## src/rtl/seq_alu.sv

```systemverilog
// seq_alu: handshaked, registered ALU with iterative unsigned multiply and restoring divide
//   clk, reset                                   : clock, synchronous active-high reset
//   in_valid_i, in_ready_o, op_i, a_i, b_i, cin_i : request channel
//   out_valid_o, out_ready_i                      : result handshake
//   result_o, result_hi_o, cout_o, zero_o, eq_o, err_o : registered result fields
module seq_alu #(
  parameter int WIDTH = 16
) (
  input  logic             clk,
  input  logic             reset,
  input  logic             in_valid_i,
  output logic             in_ready_o,
  input  logic [3:0]       op_i,
  input  logic [WIDTH-1:0] a_i,
  input  logic [WIDTH-1:0] b_i,
  input  logic             cin_i,
  output logic             out_valid_o,
  input  logic             out_ready_i,
  output logic [WIDTH-1:0] result_o,
  output logic [WIDTH-1:0] result_hi_o,
  output logic             cout_o,
  output logic             zero_o,
  output logic             eq_o,
  output logic             err_o
);
  localparam int CW = $clog2(WIDTH + 1);
  typedef enum logic [1:0] {IDLE, BUSY, DONE} state_t;
  state_t           state_q;
  logic [CW-1:0]    cnt_q;
  logic             mul_q;
  logic [WIDTH-1:0] opnd_q, hi_q, lo_q, hi_d, lo_d, alu_res;
  logic             cout_q, zero_q, eq_q, err_q, alu_cout, alu_err;
  logic [WIDTH:0]   sum, dif, msum, shd, dd;
  always_comb begin
    sum = {1'b0, a_i} + {1'b0, b_i} + {{WIDTH{1'b0}}, cin_i};
    dif = {1'b0, a_i} - {1'b0, b_i} - {{WIDTH{1'b0}}, cin_i};
    alu_res = '0;
    alu_cout = 1'b0;
    alu_err = 1'b0;
    case (op_i)
      4'd0: {alu_cout, alu_res} = sum;
      4'd1: {alu_cout, alu_res} = dif;
      4'd2: alu_res = a_i & b_i;
      4'd3: alu_res = a_i | b_i;
      4'd4: alu_res = ~a_i;
      4'd5: alu_res = ~a_i + WIDTH'(1);
      4'd6: alu_res = {a_i[WIDTH-2:0], 1'b0};
      4'd7: alu_res = {a_i[WIDTH-1], a_i[WIDTH-1:1]};
      4'd8: alu_res = a_i;
      4'd9: alu_res = {b_i[WIDTH/2-1:0], {(WIDTH/2){1'b0}}};
      4'd10, 4'd11: alu_err = op_i[0] && b_i == '0;
      default: {alu_cout, alu_err} = 2'b11;
    endcase
  end
  // hi/lo form one double-width shift register: product for MUL, remainder/quotient for DIVU.
  // A zero divisor never borrows, so the quotient fills with ones and the remainder ends as a.
  always_comb begin
    msum = {1'b0, hi_q} + (lo_q[0] ? {1'b0, opnd_q} : '0);
    shd = {hi_q, lo_q[WIDTH-1]};
    dd = shd - {1'b0, opnd_q};
    {hi_d, lo_d} = mul_q ? {msum, lo_q[WIDTH-1:1]}
                 : dd[WIDTH] ? {shd[WIDTH-1:0], lo_q[WIDTH-2:0], 1'b0}
                 : {dd[WIDTH-1:0], lo_q[WIDTH-2:0], 1'b1};
  end
  always_ff @(posedge clk) begin
    if (reset) begin
      state_q <= IDLE;
      cnt_q <= '0;
      mul_q <= 1'b0;
      opnd_q <= '0;
      hi_q <= '0;
      lo_q <= '0;
      cout_q <= 1'b0;
      zero_q <= 1'b0;
      eq_q <= 1'b0;
      err_q <= 1'b0;
    end else begin
      case (state_q)
        IDLE: if (in_valid_i) begin
          eq_q <= a_i == b_i;
          err_q <= alu_err;
          cout_q <= alu_cout;
          mul_q <= op_i == 4'd10;
          opnd_q <= op_i == 4'd10 ? a_i : b_i;
          cnt_q <= CW'(WIDTH);
          hi_q <= '0;
          if (op_i == 4'd10 || op_i == 4'd11) begin
            state_q <= BUSY;
            lo_q <= op_i == 4'd10 ? b_i : a_i;
            zero_q <= 1'b0;
          end else begin
            state_q <= DONE;
            lo_q <= alu_res;
            zero_q <= alu_res == '0;
          end
        end
        BUSY: begin
          hi_q <= hi_d;
          lo_q <= lo_d;
          cnt_q <= cnt_q - CW'(1);
          if (cnt_q == CW'(1)) begin
            state_q <= DONE;
            zero_q <= lo_d == '0;
          end
        end
        DONE: if (out_ready_i) state_q <= IDLE;
        default: state_q <= IDLE;
      endcase
    end
  end
  assign in_ready_o = state_q == IDLE;
  assign out_valid_o = state_q == DONE;
  assign result_o = lo_q;
  assign result_hi_o = hi_q;
  assign cout_o = cout_q;
  assign zero_o = zero_q;
  assign eq_o = eq_q;
  assign err_o = err_q;
endmodule
```

## config.mk

```make
export PLATFORM = sky130hd
export DESIGN_NAME = seq_alu
export DESIGN_NICKNAME = d
export VERILOG_FILES = /design/src/rtl/seq_alu.sv
export SDC_FILE = /design/constraint.sdc
export NUM_CORES = 1
export LEC_CHECK = 0
export CAP_MARGIN = 20
export CORE_ASPECT_RATIO = 0.8
export CORE_MARGIN = 5
export CORE_UTILIZATION = 40
export CTS_BUF_LIST = sky130_fd_sc_hd__clkbuf_4 sky130_fd_sc_hd__clkbuf_8 sky130_fd_sc_hd__clkbuf_16
export DETAILED_ROUTE_END_ITERATION = 8
export GPL_TIMING_DRIVEN = 0
export PLACE_DENSITY = 0.63
export SLEW_MARGIN = 5
export SYNTH_ARGS = -nofsm -noshare
export SYNTH_HDL_FRONTEND = slang
export SYNTH_SLANG_ARGS = --single-unit
```

## constraint.sdc

```tcl
create_clock -name clk -period 4.73 [get_ports clk]
set_clock_uncertainty 0.1 [all_clocks]
set_input_delay 0.473 -clock clk [delete_from_list [all_inputs] [get_ports clk]]
set_output_delay 0.473 -clock clk [all_outputs]
set_load 0.02 [all_outputs]
```

== After elaboration in Yosys (flattened, before gate mapping) ==
Index checks and enable logic that the tools add are counted.

* Input port bits: 41
* Flip-flop bits (word level): 60
* Output and inout bits: 38

* Reductions and logical operators: 15
* Bitwise logic cells: 3
* Mux-type cells: 24
* Add/subtract/negate cells: 8
* Equality and inequality tests: 18

{| class="wikitable"
|+ Operators by type and width
! cell !! number
|-
| case mux 16 bit (10 select lines) || 1
|-
| two-way mux 16 bit || 6
|-
| two-way mux 32 bit || 2
|-
| case mux 16 bit (2 select lines) || 2
|-
| zero test 16 bit || 3
|-
| adder 16 x 16 -> 17 bit || 2
|-
| OR reduction 10 bit || 2
|-
| adder 17 x 1 -> 17 bit || 1
|-
| subtractor 16 x 16 -> 17 bit || 1
|-
| subtractor 17 x 1 -> 17 bit || 1
|-
| subtractor 17 x 16 -> 17 bit || 1
|-
| adder 16 x 1 -> 16 bit, second input constant || 1
|-
| bitwise AND 16 bit || 1
|-
| == test 16 bit || 1
|-
| == test 4 x 3 -> 1 bit, second input constant || 4
|-
| == test 4 bit, second input constant || 4
|-
| NOT 16 bit || 1
|-
| bitwise OR 16 bit || 1
|-
| case mux 5 bit (2 select lines) || 1
|-
| == test 4 x 2 -> 1 bit, second input constant || 2
|-
| two-way mux 2 bit || 4
|-
| case mux 2 bit (3 select lines) || 1
|-
| AND reduction 3 bit || 2
|-
| == test 5 x 1 -> 1 bit, second input constant || 1
|-
| 17 further kinds || 22
|}

== Longest topological paths before layout ==
* Word-level depth: 7
* Gate-level depth with buffers: 13
* Depth with buffers taken out: 12

== Least setup slack after synthesis ==
Ideal clock, no wire load.

* Kind: input to register
* From: in a_i[3]
* To: reg zero_q, in the netlist zero_o
* Arrival time: 3.103 ns
* Buffers on the path: 1
* Slack: 1.443 ns
* Cell stages on the path: 12
* Cell sequence: clkbuf_1 -> inv_1 -> ha_1 -> ha_1 -> o211ai_1 -> and3b_1 -> o31ai_1 -> o21ai_0 -> a311o_1 -> nor4b_2 -> nand4_1 -> o31ai_2

* Longest elaborated chain between the ends: 7
* Elaborated cells between the ends (all ways): 13
* Classes of those cells: 5 x add/sub; 4 x mux; 3 x bitwise; 1 x reduce/logical

{| class="wikitable"
|+ Ends and longest elaborated chain
! element !! line !! source
|-
| from (decl) || 14 || <nowiki>input logic [WIDTH-1:0] a_i,</nowiki>
|-
| subtractor 16 x 16 -> 17 bit (tied with other cells) || 36 || <nowiki>dif = {1'b0, a_i} - {1'b0, b_i} - {{WIDTH{1'b0}}, cin_i};</nowiki>
|-
| subtractor 17 x 1 -> 17 bit (tied with other cells) || 36 ||
|-
| case mux 16 bit (10 select lines) (*) || 40 || <nowiki>case (op_i)</nowiki>
|-
| zero test 16 bit (*) || 94 || <nowiki>zero_q <= alu_res == '0;</nowiki>
|-
| two-way mux 1 bit (*) || 87 || <nowiki>if (op_i == 4'd10 || op_i == 4'd11) begin</nowiki>
|-
| two-way mux 1 bit (*) || 79 || <nowiki>IDLE: if (in_valid_i) begin</nowiki>
|-
| case mux 1 bit (2 select lines) (*) || 78 || <nowiki>case (state_q)</nowiki>
|-
| to (signal assigned) || 90 || <nowiki>zero_q <= 1'b0;</nowiki>
|-
| to (signal assigned) || 94 ||
|-
| to (signal assigned) || 103 || <nowiki>zero_q <= lo_d == '0;</nowiki>
|-
| to (decl) || 32 || <nowiki>logic cout_q, zero_q, eq_q, err_q, alu_cout, alu_err;</nowiki>
|}

Mark *: on every way between the ends. The rest lies on a longest branch, timed or not. The select of a mux whose other input is x is not followed.
A chain may end at the register's enable or synchronous reset.

== Worst setup path in the final report ==
Ends and elaborated chain as after synthesis.

==> summary.md <==
| Metric | Value |
|---|---|
| Outcome | `complete, no violations` |
| Reg2Reg Depth | `12` |
| Row cnt | `48` |
| #FFs+latches synth | `60` |
| Setup violators final | `0` |
| Reg2reg end | `result_hi_o[7]$_SDFFE_PP0P_` |
| Post-synthesis sequential area ratio | `13.9%` |
| Final Slew Violations | `0` |
| Main combinational cell family by area after synthesis | `compound AO/OA/AOI/OAI gates` |
| CP arrival | `4.78 ns` |
| Floorplan core area | `21400 sq um` |
| Final period utilization | `98.0%` |
| Post-CTS setup buffer count | `0` |
| Number of I/O pins | `79` |
| Post-synth top flop | `dfxtp_1` |
| DRC viols | `0` |
| Asr flop ratio synth | `0%` |
| Die area | `24700 sq um` |
| Synth unique cells | `86` |
| Die Span Y | `142 um` |
| Synth Area in Compound Gates | `29.5%` |
| Worst reg2reg startpoint | `result_o[15]$_SDFFE_PP0P_` |
| Max-Cap Viols | `0` |
| DRT Wirelength | `34600 um` |
| XOR/XNOR Fraction of Synth Area | `4.35%` |
| Skew-Pair Late Insertion Delay | `0.33 ns` |
| IO Port Bufs | `76` |
| Share of layout cells above drive strength 1 | `4.91%` |
| Simple-Gate Fraction of Synth Area | `23.7%` |
| Commonest non-fill, non-tap cell in the layout | `nand2_1` |
| Hold Path Sink | `eq_o$_SDFFE_PP0P_` |
| Synth Area in Adders | `15.4%` |
| Worst VDD drop | `227 uV` |
| Min-delay src | `eq_o$_SDFFE_PP0P_` |
| Vias per Instance | `6.34` |
| Clock Tree Buf Depth | `2` |
| Number of global-route vias before repair | `9008` |
| Number of warnings issued by yosys | `0` |
| H-tree Lvls | `3` |
| DR iter-0 viols | `1313` |
| Routed len/inst | `22.2 um` |
| Worst hold path type | `reg -> reg` |
| FF-to-FF setup slack | `0.73 ns` |
| CP Launch Type | `primary input` |
| Most frequent cells in the layout | `nand2_1, ha_1, nor2_1` |
| LEAKAGE | `0.00396 uW` |
| Avg Cell Area, Syn | `7.28 sq um` |
| Iteration count of the initial detailed-routing pass | `5` |
| Initial antenna violation count | `0` |
| Layout area overhead | `16.7%` |
| Max-slew headroom | `27.0%` |
| Clock-pin slew on the worst setup and hold paths | `0.05 ns` |
| Synthesized instance count | `1189` |
| Initial core utilization | `40.4%` |
| Max Fclk | `216 MHz` |
| CP Class | `in -> reg` |
| WHS | `0.394 ns` |
| Final Net Count | `1422` |
| CP endpoint kind | `flip-flop` |
| CTS tree | `built` |
| Placed Cells | `1541` |
| Hold depth | `2` |
| All-layer global routing usage | `27.1%` |
| Post-synth EDFFs | `0` |
| Power Density | `217 nW/um^2` |
| Mux cell area share after synthesis | `5.64%` |
| DP Wirelength | `27500 um` |
| Synth Cell Area | `8650 sq um` |
| CTS buffer count | `9` |
| Clock root buffer | `clkbuf_16` |
| First-pass GRT wire length | `53200 um` |
| Non-filler cells, final | `1558` |
| Via count | `9876` |
| CP Max Fanout | `9` |
| Tightest Pin Transition | `1.08 ns` |
| Post-synth net total | `1333` |
| Die Width | `174 um` |
| GP Congestion | `1.03` |
| Largest net degree at the start of global routing | `11` |
| Hold Fails Final Rpt | `0` |
| Detail Route Antenna Nets | `0` |
| Clock Sinks | `60` |
| Congestion Overflow GR | `0` |
| Required time worst endpoint | `4.87 ns` |
| Period minus WS final | `4.63 ns` |
| RSZ-0062 raised after global routing | `false` |
==> Yosys cell counts, types with 11 or more instances <==
cell / instances / area [sq um]
nor3_1: 26 / 130
nor4_1: 22 / 138
o21a_1: 14 / 105
clkbuf_1: 54 / 203
a21oi_1: 91 / 455
nand4_1: 11 / 68.8
inv_1: 94 / 353
o211ai_1: 22 / 165
xnor2_1: 27 / 236
a211oi_1: 14 / 105
a22oi_1: 15 / 113
a31oi_1: 11 / 68.8
and2_1: 17 / 106
a21o_1: 14 / 105
ha_1: 97 / 1210
a211o_1: 11 / 96.3
nor2_1: 96 / 360
nand2_1: 99 / 372
dfxtp_1: 60 / 1200
buf_2: 14 / 70.1
nand3_1: 27 / 135
xor2_1: 16 / 140
nand2b_1: 17 / 106
mux2i_1: 33 / 330
o21ai_1: 18 / 90.1
a311oi_1: 18 / 158
o21ai_0: 63 / 315
==> per-layer routing <==
metal	up-vias	track usage [%]	part of all wire, %
met1	4659	41.3	47
met2	556	37.9	39
met5	-	0	0
met4	0	5.54	2.2
met3	65	7.27	12
li1	4596	-	-
==> power breakdown <==
group | leakage (uW) | switching, uW | internal, uW
combinational | 0.00332 | 594 | 371
sequential | 0.000491 | 42.1 | 540
clock | 0.000144 | 234 | 416
total | 0.00396 | 869 | 1330
==> flip-flops by register name, indices dropped and copies added, names as in the netlist <==
signal / flops
cnt_q: 5
cout_o: 1
eq_o: 1
err_o: 1
mul_q: 1
opnd_q: 16
result_hi_o: 16
result_o: 16
state_q: 2
zero_o: 1
==> cell families (layout without fill, tap and decap cells) <==
kind of cell	after synthesis	in the layout
mux	42	42
simple gates	393	393
buf+inv	168	261
fa+ha+maj	103	103
xor+xnor	43	43
flops	60	60
other cells	0	1
compound gates	380	380
==> worst max path at each step <==
stage                start                   endpoint  cells after the start
finish              a_i[3]        zero_o$_SDFFE_PP0P_                     12
CTS                 a_i[0]        zero_o$_SDFFE_PP0P_                     11
global route        a_i[3]  result_o[14]$_SDFFE_PP0P_                     13
detailed placement  a_i[3]        zero_o$_SDFFE_PP0P_                     12
floorplan           a_i[3]        zero_o$_SDFFE_PP0P_                     12
global placement    a_i[3]        zero_o$_SDFFE_PP0P_                     12
==> final cells by class <==
type / instances / area (sq um)
repair buffers: 78 / 778
clock buffers: 10 / 239
fillers: 2203 / 11300
inverters: 95 / 357
well taps: 275 / 344
diodes: 1 / 2.50
plain buffers: 73 / 299
flip-flops and latches: 60 / 1200
clock inverters: 5 / 52.6
multi-input cells: 961 / 6820
==> through the flow <==
step / setup slack [ns] / utilization, % / TNS, ns / power [uW] / area [sq um]
after floorplan: 1.44 / - / 0 / 1200 / 8650
after global placement: -0.326 / 45.5 / -0.814 / 1510 / 9760
after detailed placement: -0.349 / 45.6 / -0.968 / 1520 / 9770
after CTS: 0.169 / 46.9 / 0 / 2170 / 10100
after global routing: 0.0242 / 47.1 / 0 / 2320 / 10100
final: 0.0952 / 47.1 / 0 / 2200 / 10100
==> critical path, cell delays in order <==
cell and delay, ns:
clkdlybuf4s50_1 0.48, clkbuf_1 0.47, inv_1 0.22, ha_1 0.43
ha_1 0.40, a21oi_1 0.18, o31ai_2 0.60, nor3b_1 0.14
nor4_1 0.67, nor4b_2 0.32, nand4_1 0.13, o31ai_2 0.26
==> timing repair <==
item	in CTS	in global routing
pin swaps	0	0
gates resized for setup	1	3
endpoints found under the setup margin	1	3
hold buffers	0	0
(Power assumes the default switching activity.)
